--- src/rtl/tpu_sequencer_if.sv ---
// rtl/tpu_sequencer_if.sv - host instruction push and datapath strobe bundle for tpu_sequencer
// Optional SEQ_PERF_CNT_EN adds mmul_count.
interface tpu_sequencer_if #(
   parameter int ADDR_W = 13
);
   logic              start;
   logic              instr_valid;
   logic              instr_ready;
   logic [2:0]        instr_op;
   logic [ADDR_W-1:0] instr_addr;
   logic              acc1_full;
   logic              acc2_full;
   logic              load_weight;
   logic              load_input;
   logic              valid;
   logic              store;
   logic [ADDR_W-1:0] base_address;
   logic              busy;
   logic              done;
   logic              err;
`ifdef SEQ_PERF_CNT_EN
   logic [15:0]       mmul_count;

   modport master (
      output start, instr_valid, instr_op, instr_addr, acc1_full, acc2_full,
      input  instr_ready, load_weight, load_input, valid, store, base_address,
             busy, done, err, mmul_count
   );
   modport slave (
      input  start, instr_valid, instr_op, instr_addr, acc1_full, acc2_full,
      output instr_ready, load_weight, load_input, valid, store, base_address,
             busy, done, err, mmul_count
   );
`else
   modport master (
      output start, instr_valid, instr_op, instr_addr, acc1_full, acc2_full,
      input  instr_ready, load_weight, load_input, valid, store, base_address,
             busy, done, err
   );
   modport slave (
      input  start, instr_valid, instr_op, instr_addr, acc1_full, acc2_full,
      output instr_ready, load_weight, load_input, valid, store, base_address,
             busy, done, err
   );
`endif
endinterface

--- src/rtl/tpu_sequencer.sv ---
// rtl/tpu_sequencer.sv - instruction FIFO and FSM sequencing the 2x2 TPU datapath
// Optional SEQ_PERF_CNT_EN adds a saturating count of successful MMUL drains.
module tpu_sequencer #(
   parameter int ADDR_W        = 13,
   parameter int FIFO_DEPTH    = 4,
   parameter int VALID_CYCLES  = 4,
   parameter int DRAIN_TIMEOUT = 16
) (
   input logic            clk,
   input logic            reset,
   tpu_sequencer_if.slave bus
);
   localparam logic [2:0] S_IDLE    = 3'd0;
   localparam logic [2:0] S_LDW     = 3'd1;
   localparam logic [2:0] S_LDI     = 3'd2;
   localparam logic [2:0] S_COMPUTE = 3'd3;
   localparam logic [2:0] S_DRAIN   = 3'd4;
   localparam logic [2:0] S_STORE   = 3'd5;
   localparam logic [2:0] S_HALTED  = 3'd6;

   localparam logic [2:0] OP_NOP   = 3'd0;
   localparam logic [2:0] OP_LDW   = 3'd1;
   localparam logic [2:0] OP_LDI   = 3'd2;
   localparam logic [2:0] OP_MMUL  = 3'd3;
   localparam logic [2:0] OP_STORE = 3'd4;
   localparam logic [2:0] OP_HALT  = 3'd5;

   localparam int PW      = $clog2(FIFO_DEPTH);
   localparam int CNT_MAX = (VALID_CYCLES > DRAIN_TIMEOUT) ? VALID_CYCLES : DRAIN_TIMEOUT;
   localparam int CW      = $clog2(CNT_MAX + 1);
   localparam logic [PW:0]   PTR_ONE  = 1;
   localparam logic [CW-1:0] CNT_ONE  = 1;
   localparam logic [CW-1:0] CNT_ZERO = 0;
   localparam logic [CW-1:0] VC_LAST  = CW'(VALID_CYCLES - 1);
   localparam logic [CW-1:0] TMO_LAST = CW'(DRAIN_TIMEOUT - 1);

   logic [2:0]        fifo_op   [FIFO_DEPTH];
   logic [ADDR_W-1:0] fifo_addr [FIFO_DEPTH];
   logic [PW:0]       wr_ptr_q, wr_ptr_d, rd_ptr_q, rd_ptr_d;
   logic [2:0]        state_q, state_d;
   logic [ADDR_W-1:0] base_q, base_d;
   logic [CW-1:0]     cnt_q, cnt_d;
   logic              running_q, running_d, err_q, err_d;
   logic              seen1_q, seen1_d, seen2_q, seen2_d;
   logic              fifo_empty, fifo_full, push, pop;
   logic [2:0]        head_op;
   logic [ADDR_W-1:0] head_addr;
`ifdef SEQ_PERF_CNT_EN
   logic [15:0]       mmul_q, mmul_d;
`endif

   // Extra pointer MSB distinguishes full from empty when indices match.
   assign fifo_empty = (wr_ptr_q == rd_ptr_q);
   assign fifo_full  = (wr_ptr_q[PW] != rd_ptr_q[PW]) &&
                       (wr_ptr_q[PW-1:0] == rd_ptr_q[PW-1:0]);
   assign push       = bus.instr_valid && !fifo_full;
   assign pop        = (state_q == S_IDLE) && running_q && !fifo_empty;
   assign head_op    = fifo_op[rd_ptr_q[PW-1:0]];
   assign head_addr  = fifo_addr[rd_ptr_q[PW-1:0]];

   always_ff @(posedge clk) begin
      if (push) begin
         fifo_op[wr_ptr_q[PW-1:0]]   <= bus.instr_op;
         fifo_addr[wr_ptr_q[PW-1:0]] <= bus.instr_addr;
      end
   end

   always_comb begin
      wr_ptr_d  = push ? wr_ptr_q + PTR_ONE : wr_ptr_q;
      rd_ptr_d  = pop  ? rd_ptr_q + PTR_ONE : rd_ptr_q;
      state_d   = state_q;
      base_d    = base_q;
      cnt_d     = cnt_q;
      running_d = running_q;
      err_d     = err_q;
      seen1_d   = seen1_q;
      seen2_d   = seen2_q;
`ifdef SEQ_PERF_CNT_EN
      mmul_d    = mmul_q;
`endif
      if (bus.start) begin
         running_d = 1'b1;
         err_d     = 1'b0;
      end
      case (state_q)
         S_IDLE: begin
            if (pop) begin
               case (head_op)
                  OP_NOP:   state_d = S_IDLE;
                  OP_LDW:   begin state_d = S_LDW;   base_d = head_addr; end
                  OP_LDI:   begin state_d = S_LDI;   base_d = head_addr; end
                  OP_MMUL:  begin state_d = S_COMPUTE; base_d = head_addr; cnt_d = VC_LAST; end
                  OP_STORE: begin state_d = S_STORE; base_d = head_addr; end
                  OP_HALT:  state_d = S_HALTED;
                  default:  err_d = 1'b1;
               endcase
            end
         end
         S_COMPUTE: begin
            seen1_d = seen1_q | bus.acc1_full;
            seen2_d = seen2_q | bus.acc2_full;
            if (cnt_q == CNT_ZERO) begin
               state_d = S_DRAIN;
               cnt_d   = CNT_ZERO;
            end else begin
               cnt_d = cnt_q - CNT_ONE;
            end
         end
         S_DRAIN: begin
            if (seen1_q && seen2_q) begin
               state_d = S_IDLE;
               seen1_d = 1'b0;
               seen2_d = 1'b0;
`ifdef SEQ_PERF_CNT_EN
               if (mmul_q != 16'hFFFF) mmul_d = mmul_q + 16'd1;
`endif
            end else if (cnt_q == TMO_LAST) begin
               state_d = S_IDLE;
               err_d   = 1'b1;
               seen1_d = 1'b0;
               seen2_d = 1'b0;
            end else begin
               cnt_d   = cnt_q + CNT_ONE;
               seen1_d = seen1_q | bus.acc1_full;
               seen2_d = seen2_q | bus.acc2_full;
            end
         end
         // A start arriving while halting is ignored because running is still set.
         S_HALTED: begin
            running_d = 1'b0;
            state_d   = S_IDLE;
         end
         default: state_d = S_IDLE;
      endcase
   end

   always_ff @(posedge clk or negedge reset) begin
      if (!reset) begin
         wr_ptr_q  <= '0;
         rd_ptr_q  <= '0;
         state_q   <= S_IDLE;
         base_q    <= '0;
         cnt_q     <= '0;
         running_q <= 1'b0;
         err_q     <= 1'b0;
         seen1_q   <= 1'b0;
         seen2_q   <= 1'b0;
`ifdef SEQ_PERF_CNT_EN
         mmul_q    <= 16'd0;
`endif
      end else begin
         wr_ptr_q  <= wr_ptr_d;
         rd_ptr_q  <= rd_ptr_d;
         state_q   <= state_d;
         base_q    <= base_d;
         cnt_q     <= cnt_d;
         running_q <= running_d;
         err_q     <= err_d;
         seen1_q   <= seen1_d;
         seen2_q   <= seen2_d;
`ifdef SEQ_PERF_CNT_EN
         mmul_q    <= mmul_d;
`endif
      end
   end

   assign bus.instr_ready  = !fifo_full;
   assign bus.load_weight  = (state_q == S_LDW);
   assign bus.load_input   = (state_q == S_LDI);
   assign bus.valid        = (state_q == S_COMPUTE);
   assign bus.store        = (state_q == S_STORE);
   assign bus.base_address = base_q;
   assign bus.busy         = running_q && ((state_q != S_IDLE) || !fifo_empty);
   assign bus.done         = (state_q == S_HALTED);
   assign bus.err          = err_q;
`ifdef SEQ_PERF_CNT_EN
   assign bus.mmul_count   = mmul_q;
`endif
endmodule

--- src/flat_wrapper.sv ---
// flat-port wrapper written by rule: the top's interface ports become plain ports
module tpu_sequencer_flat 
#(
   parameter int ADDR_W        = 13,
   parameter int FIFO_DEPTH    = 4,
   parameter int VALID_CYCLES  = 4,
   parameter int DRAIN_TIMEOUT = 16
)
  (clk, reset, bus_start, bus_instr_valid, bus_instr_op, bus_instr_addr, bus_acc1_full, bus_acc2_full, bus_instr_ready, bus_load_weight, bus_load_input, bus_valid, bus_store, bus_base_address, bus_busy, bus_done, bus_err);
  tpu_sequencer_if #(.ADDR_W(ADDR_W)) bus_i ();
  input logic clk;
  input logic reset;
  input wire logic [$bits(bus_i.start)-1:0] bus_start;
  input wire logic [$bits(bus_i.instr_valid)-1:0] bus_instr_valid;
  input wire logic [$bits(bus_i.instr_op)-1:0] bus_instr_op;
  input wire logic [$bits(bus_i.instr_addr)-1:0] bus_instr_addr;
  input wire logic [$bits(bus_i.acc1_full)-1:0] bus_acc1_full;
  input wire logic [$bits(bus_i.acc2_full)-1:0] bus_acc2_full;
  output wire logic [$bits(bus_i.instr_ready)-1:0] bus_instr_ready;
  output wire logic [$bits(bus_i.load_weight)-1:0] bus_load_weight;
  output wire logic [$bits(bus_i.load_input)-1:0] bus_load_input;
  output wire logic [$bits(bus_i.valid)-1:0] bus_valid;
  output wire logic [$bits(bus_i.store)-1:0] bus_store;
  output wire logic [$bits(bus_i.base_address)-1:0] bus_base_address;
  output wire logic [$bits(bus_i.busy)-1:0] bus_busy;
  output wire logic [$bits(bus_i.done)-1:0] bus_done;
  output wire logic [$bits(bus_i.err)-1:0] bus_err;
  assign bus_i.start = bus_start;
  assign bus_i.instr_valid = bus_instr_valid;
  assign bus_i.instr_op = bus_instr_op;
  assign bus_i.instr_addr = bus_instr_addr;
  assign bus_i.acc1_full = bus_acc1_full;
  assign bus_i.acc2_full = bus_acc2_full;
  assign bus_instr_ready = bus_i.instr_ready;
  assign bus_load_weight = bus_i.load_weight;
  assign bus_load_input = bus_i.load_input;
  assign bus_valid = bus_i.valid;
  assign bus_store = bus_i.store;
  assign bus_base_address = bus_i.base_address;
  assign bus_busy = bus_i.busy;
  assign bus_done = bus_i.done;
  assign bus_err = bus_i.err;
  tpu_sequencer #(.ADDR_W(ADDR_W), .FIFO_DEPTH(FIFO_DEPTH), .VALID_CYCLES(VALID_CYCLES), .DRAIN_TIMEOUT(DRAIN_TIMEOUT)) u_core (.clk(clk), .reset(reset), .bus(bus_i));
endmodule
--- config.mk ---
export PLATFORM = sky130hd
export DESIGN_NAME = tpu_sequencer_flat
export DESIGN_NICKNAME = d
export VERILOG_FILES = /design/src/rtl/tpu_sequencer_if.sv /design/src/rtl/tpu_sequencer.sv /design/src/flat_wrapper.sv
export SDC_FILE = /design/constraint.sdc
export NUM_CORES = 1
export LEC_CHECK = 0
export CORE_ASPECT_RATIO = 0.6
export CORE_UTILIZATION = 60
export DETAILED_ROUTE_END_ITERATION = 10
export HOLD_SLACK_MARGIN = 0.08
export PLACE_DENSITY = 0.87
export SKIP_LAST_GASP = 1
export SLEW_MARGIN = 25
export SYNTH_ARGS = -nofsm -noshare
export SYNTH_HDL_FRONTEND = slang
export SYNTH_SLANG_ARGS = --single-unit
--- constraint.sdc ---
create_clock -name clk -period 5.6 [get_ports clk]
set_input_delay 0.56 -clock clk [delete_from_list [all_inputs] [get_ports clk]]
set_output_delay 0.56 -clock clk [all_outputs]
set_load 0.02 [all_outputs]
==> flow_results.org <==
** Status
- Status :: finished clean

** Synthesis
- By area, the combinational part of the netlist is dominated by multiplexers.
- The synthesized netlist devotes 6.02% of its cell area to simple gates.
- Number of synthesis warnings :: 0
- After synthesis the cells add up to 4050 sq um.
- Yosys mapped a number of flops with a built-in enable equal to 64.
- Area contributors post-synth :: sky130_fd_sc_hd__edfxtp_1 47%, sky130_fd_sc_hd__dfrtp_1 19%, sky130_fd_sc_hd__mux4_2 6.7%
- Post-synthesis share of cell area spent on full adders, half adders and majority gates :: 2.47%
- After Yosys synthesis, XOR and XNOR cells account for 2.16% of the synthesized area.
- Post-Synthesis Cells :: 236
- Number of synthesized register bits :: 95
- Mux contribution to synthesized area :: 14.6%
- Most common cell in the netlist :: sky130_fd_sc_hd__edfxtp_1
- Sequential element share of the synthesized area :: 66.6%
- Cell type with the largest total area after synthesis :: sky130_fd_sc_hd__edfxtp_1
- Fraction of synthesized cell area taken by the top area cell type :: 47.4%
- Predominant post-synthesis flop cell :: sky130_fd_sc_hd__edfxtp_1
- Summing the areas of all compound-gate instances in the mapped netlist gives 5.87% of the synthesized area.
- Synthesis instantiated 47 different standard cells from the library.
- Syn Nets :: 266
- In the synthesized netlist the async set-or-reset flop fraction comes to 32.6%.
- The average instance in the mapped netlist occupies 17.2 sq um.
- List of most frequent post-synthesis cells :: 64 x sky130_fd_sc_hd__edfxtp_1, 31 x sky130_fd_sc_hd__dfrtp_1, 12 x sky130_fd_sc_hd__mux4_2

** Run
- Maxcap violations :: 0

** Worst hold path
- Path type of the worst min-delay path :: reg2reg
- The worst hold path begins at u_core.bus.err$_DFF_PN0_.

** STA
- Least-Margin Pin Slew :: 883 ps
- The count of final max-slew check failures was 0.
- Clock skew after layout :: 9.07 ps
- Worst slew slack as a fraction of its limit :: 41.1%
- Final setup violation count :: 0
- The final-report hold violation count came to 0.
- Ratio of final minimum period to clock period :: 52.5%
- Summed over all failing endpoints, the final setup total negative slack is 0 ps.
- Min cycle time layout :: 2940 ps
- Based on the critical path, the design can be clocked at up to 340 MHz.
- Unrepaired setup endpoints after global routing :: false

** Finish
- Layout cell share with drive strength beyond 1 :: 17.7%
- The number of antenna diodes in the final layout is 0.
- In the final layout, the multi-input gates occupy 1270 sq um.
- Summing all flip-flop and latch instances after layout gives 2700 sq um.
- Core utilization of the finished layout :: 75.8%
- Layout fillers :: 383
- Finished Cell Area :: 4780 sq um
- Synthesis-to-layout area growth :: 17.9%
- In the final design database the tool counted 313 nets.

** Detailed routing
- Via count :: 2229
- After detailed routing, the number of vias per cell comes to 5.99.
- After detailed routing, the number of remaining DRC violations is 0.
- For this run, the detailed router's first-pass iteration total came to 4.
- Final antenna-violating net count :: 0
- Post-Route WL :: 7170 microns
- After the first detailed-routing iteration, the DRC count stood at 155.
- In the final routed layout, each cell accounts on average for 19.3 microns.

** Global routing
- Total congestion overflow :: 0
- The initial antenna violation count came to 0.
- First-pass GRT wire length :: 11800 microns
- Entering global routing, the biggest net connects 32 pins.
- For this run, global-route usage on met3 was measured as 6.15%.
- Met1 Use GR :: 33.0%
- Global routing used 23.4% of the available tracks across all layers.
- In the global route stage, met2 resource usage came out at 36.1%.
- The layer flagged by global routing as most heavily used is met2.
- The via count of the first global-routing pass was 2288.

** Pwr
- Total power per unit cell area :: 577 nW/um^2
- After layout, the design draws a total of 2.76 mW.
- For this design the static power due to leakage is 1.76 nW.
- The worst-case IR drop observed on VDD is 0.268 mV.

** Worst setup path
- STA classifies the critical path startpoint as a flip-flop.
- CP Data Arrival Time :: 2380 ps
- On the worst path, the slowest cell contributes a delay of 920 ps.
- Crit-path leading delay family :: flip-flops
- In this run the worst setup path begins at u_core.rd_ptr_q[1]$_DFFE_PN0P_.
- Cell-by-cell listing of the critical path :: xnor2_1 -> a41oi_1 -> clkdlybuf4s50_1
- Together, buffers and inverters on the worst path number 1.
- STA classifies the critical path endpoint as an output pin.
- Slowest cell on the critical path :: sky130_fd_sc_hd__dfrtp_1
- At the worst endpoint, the required time is 5040 ps.
- The startpoint identified for the worst register-to-register timing path is u_core.rd_ptr_q[1]$_DFFE_PN0P_.
- Maximum fanout encountered on the critical timing path :: 20
- Path type of the worst setup path :: reg2out

** CTS
- Clock tree from TritonCTS :: built
- In this run, post-CTS repair resized a total of 0 instances.
- Buffers inserted to repair hold after CTS numbered 0.
- CTS H-tree lvls :: 3
- The clock net in this run drives a total of 95 sinks.
- No sink is reached through more buffers than the 2 on the longest clock path.
- After clock tree synthesis, the setup repair step added 0 buffers.
- Latest clock arrival within the worst-skew pair :: 350 ps
- The tree is rooted in a sky130_fd_sc_hd__clkbuf_8.
- TritonCTS buffer count :: 9
- After clock tree synthesis, the clock-pin slew on the worst setup and hold paths is 90 ps.

** Placed design
- Number of port buffers :: 42
- Placed Instance Area :: 4540 sq um
- At the end of routability-driven placement, the weighted congestion stood at 0.825.
- Detailed placement HPWL :: 4850 microns

** Die
- I/O pin total :: 43
- Die footprint :: 7100 sq um
- The die is 108 microns wide.
- Initial cell density of the core :: 64.3%
- Number of cell rows :: 22
- Height of the die :: 65.7 microns
- Std-Cell Core Area :: 6300 sq um
[power breakdown]
| group | leakage (nW) | switching [mW] | total [mW] | internal (mW) |
|---|---|---|---|---|
| Sequential | 0.955 | 0.157 | 1.14 | 0.979 |
| Combinational | 0.694 | 0.548 | 1.12 | 0.570 |
| Clock | 0.113 | 0.226 | 0.503 | 0.278 |
| Total | 1.76 | 0.930 | 2.76 | 1.83 |
[routing by layer]
metal	vias up	wire length (microns)	part of all wire [%]
li1	1011	-	-
met1	1118	3250	45
met2	89	3350	47
met4	0	80	1.1
met5	-	0	0
met3	11	485	6.8
[kinds of logic (layout without fill, tap and decap cells)]
kind of cell | count (synthesis) | after routing
compound gates | 32 | 32
xor+xnor | 10 | 10
fa+ha+maj | 8 | 8
buf+inv | 18 | 70
flops | 95 | 95
mux | 32 | 32
simple gates | 41 | 41
[per-stage QoR]
stage / worst slack [ps] / cells / hold WS [ps]
5_1_grt: 2530 / 372 / 525
3_3_place_gp: 2770 / 356 / 471
6_report: 2660 / 372 / 510
3_5_place_dp: 2690 / 356 / 491
4_1_cts: 2610 / 372 / 513
2_1_floorplan: 3340 / 236 / 264
[layout by cell type (no fill, tap or decap), types with 3 or more instances in the layout]
| cell | count |
|---|---|
| sky130_fd_sc_hd__edfxtp_1 | 64 |
| sky130_fd_sc_hd__clkdlybuf4s50_1 | 42 |
| sky130_fd_sc_hd__dfrtp_1 | 31 |
| sky130_fd_sc_hd__mux4_2 | 12 |
| sky130_fd_sc_hd__clkbuf_8 | 11 |
| sky130_fd_sc_hd__nand2_1 | 10 |
| sky130_fd_sc_hd__mux2_4 | 10 |
| sky130_fd_sc_hd__inv_1 | 9 |
| sky130_fd_sc_hd__a21oi_1 | 8 |
| sky130_fd_sc_hd__ha_1 | 8 |
| sky130_fd_sc_hd__xnor2_1 | 6 |
| sky130_fd_sc_hd__mux2_2 | 6 |
| sky130_fd_sc_hd__o21ai_0 | 5 |
| sky130_fd_sc_hd__nor2_1 | 5 |
| sky130_fd_sc_hd__nand3b_1 | 4 |
| sky130_fd_sc_hd__nor3b_1 | 4 |
| sky130_fd_sc_hd__xor2_1 | 4 |
| sky130_fd_sc_hd__and2_1 | 4 |
| sky130_fd_sc_hd__mux4_1 | 4 |
| sky130_fd_sc_hd__and3b_1 | 3 |
[sequential cells by signal (all words and copies together), names as in the netlist]
register                 cells
u_core.bus.base_address     13
u_core.bus.err               1
u_core.cnt_q                 5
u_core.fifo_addr            52
u_core.fifo_op              12
u_core.rd_ptr_q              3
u_core.running_q             1
u_core.seen1_q               1
u_core.seen2_q               1
u_core.state_q               3
u_core.wr_ptr_q              3
[final cells by class]
cell class	instances	share of cell area, %
sequential	95	56.5
clock inverter	4	1.60
tap	84	2.20
clock buffer	12	3.25
timing repair buffer	44	9.12
inverter	10	0.786
multi-input combinational	123	26.6
[path summary, 6_finish.rpt]
check                                                         end  slack (ps)  cells after the start
min                                      u_core.bus.err$_DFF_PN0_         510                      2
min in group asynchronous  u_core.bus.base_address[7]$_DFFE_PN0P_         610                      2
max reg2reg                u_core.bus.base_address[2]$_DFFE_PN0P_        2710                      4
max in group asynchronous          u_core.rd_ptr_q[0]$_DFFE_PN0P_        4690                      2
max                                                      bus_busy        2660                      3
min reg2reg                              u_core.bus.err$_DFF_PN0_         510                      2
[worst reg2reg max path, stage by stage, from the launching register on]
cell                      delay, ps
sky130_fd_sc_hd__dfrtp_1        920
sky130_fd_sc_hd__mux4_2         490
sky130_fd_sc_hd__or3b_4         440
sky130_fd_sc_hd__a21oi_4        510
sky130_fd_sc_hd__mux2_2         410
Power figures use the tool's default switching activity.
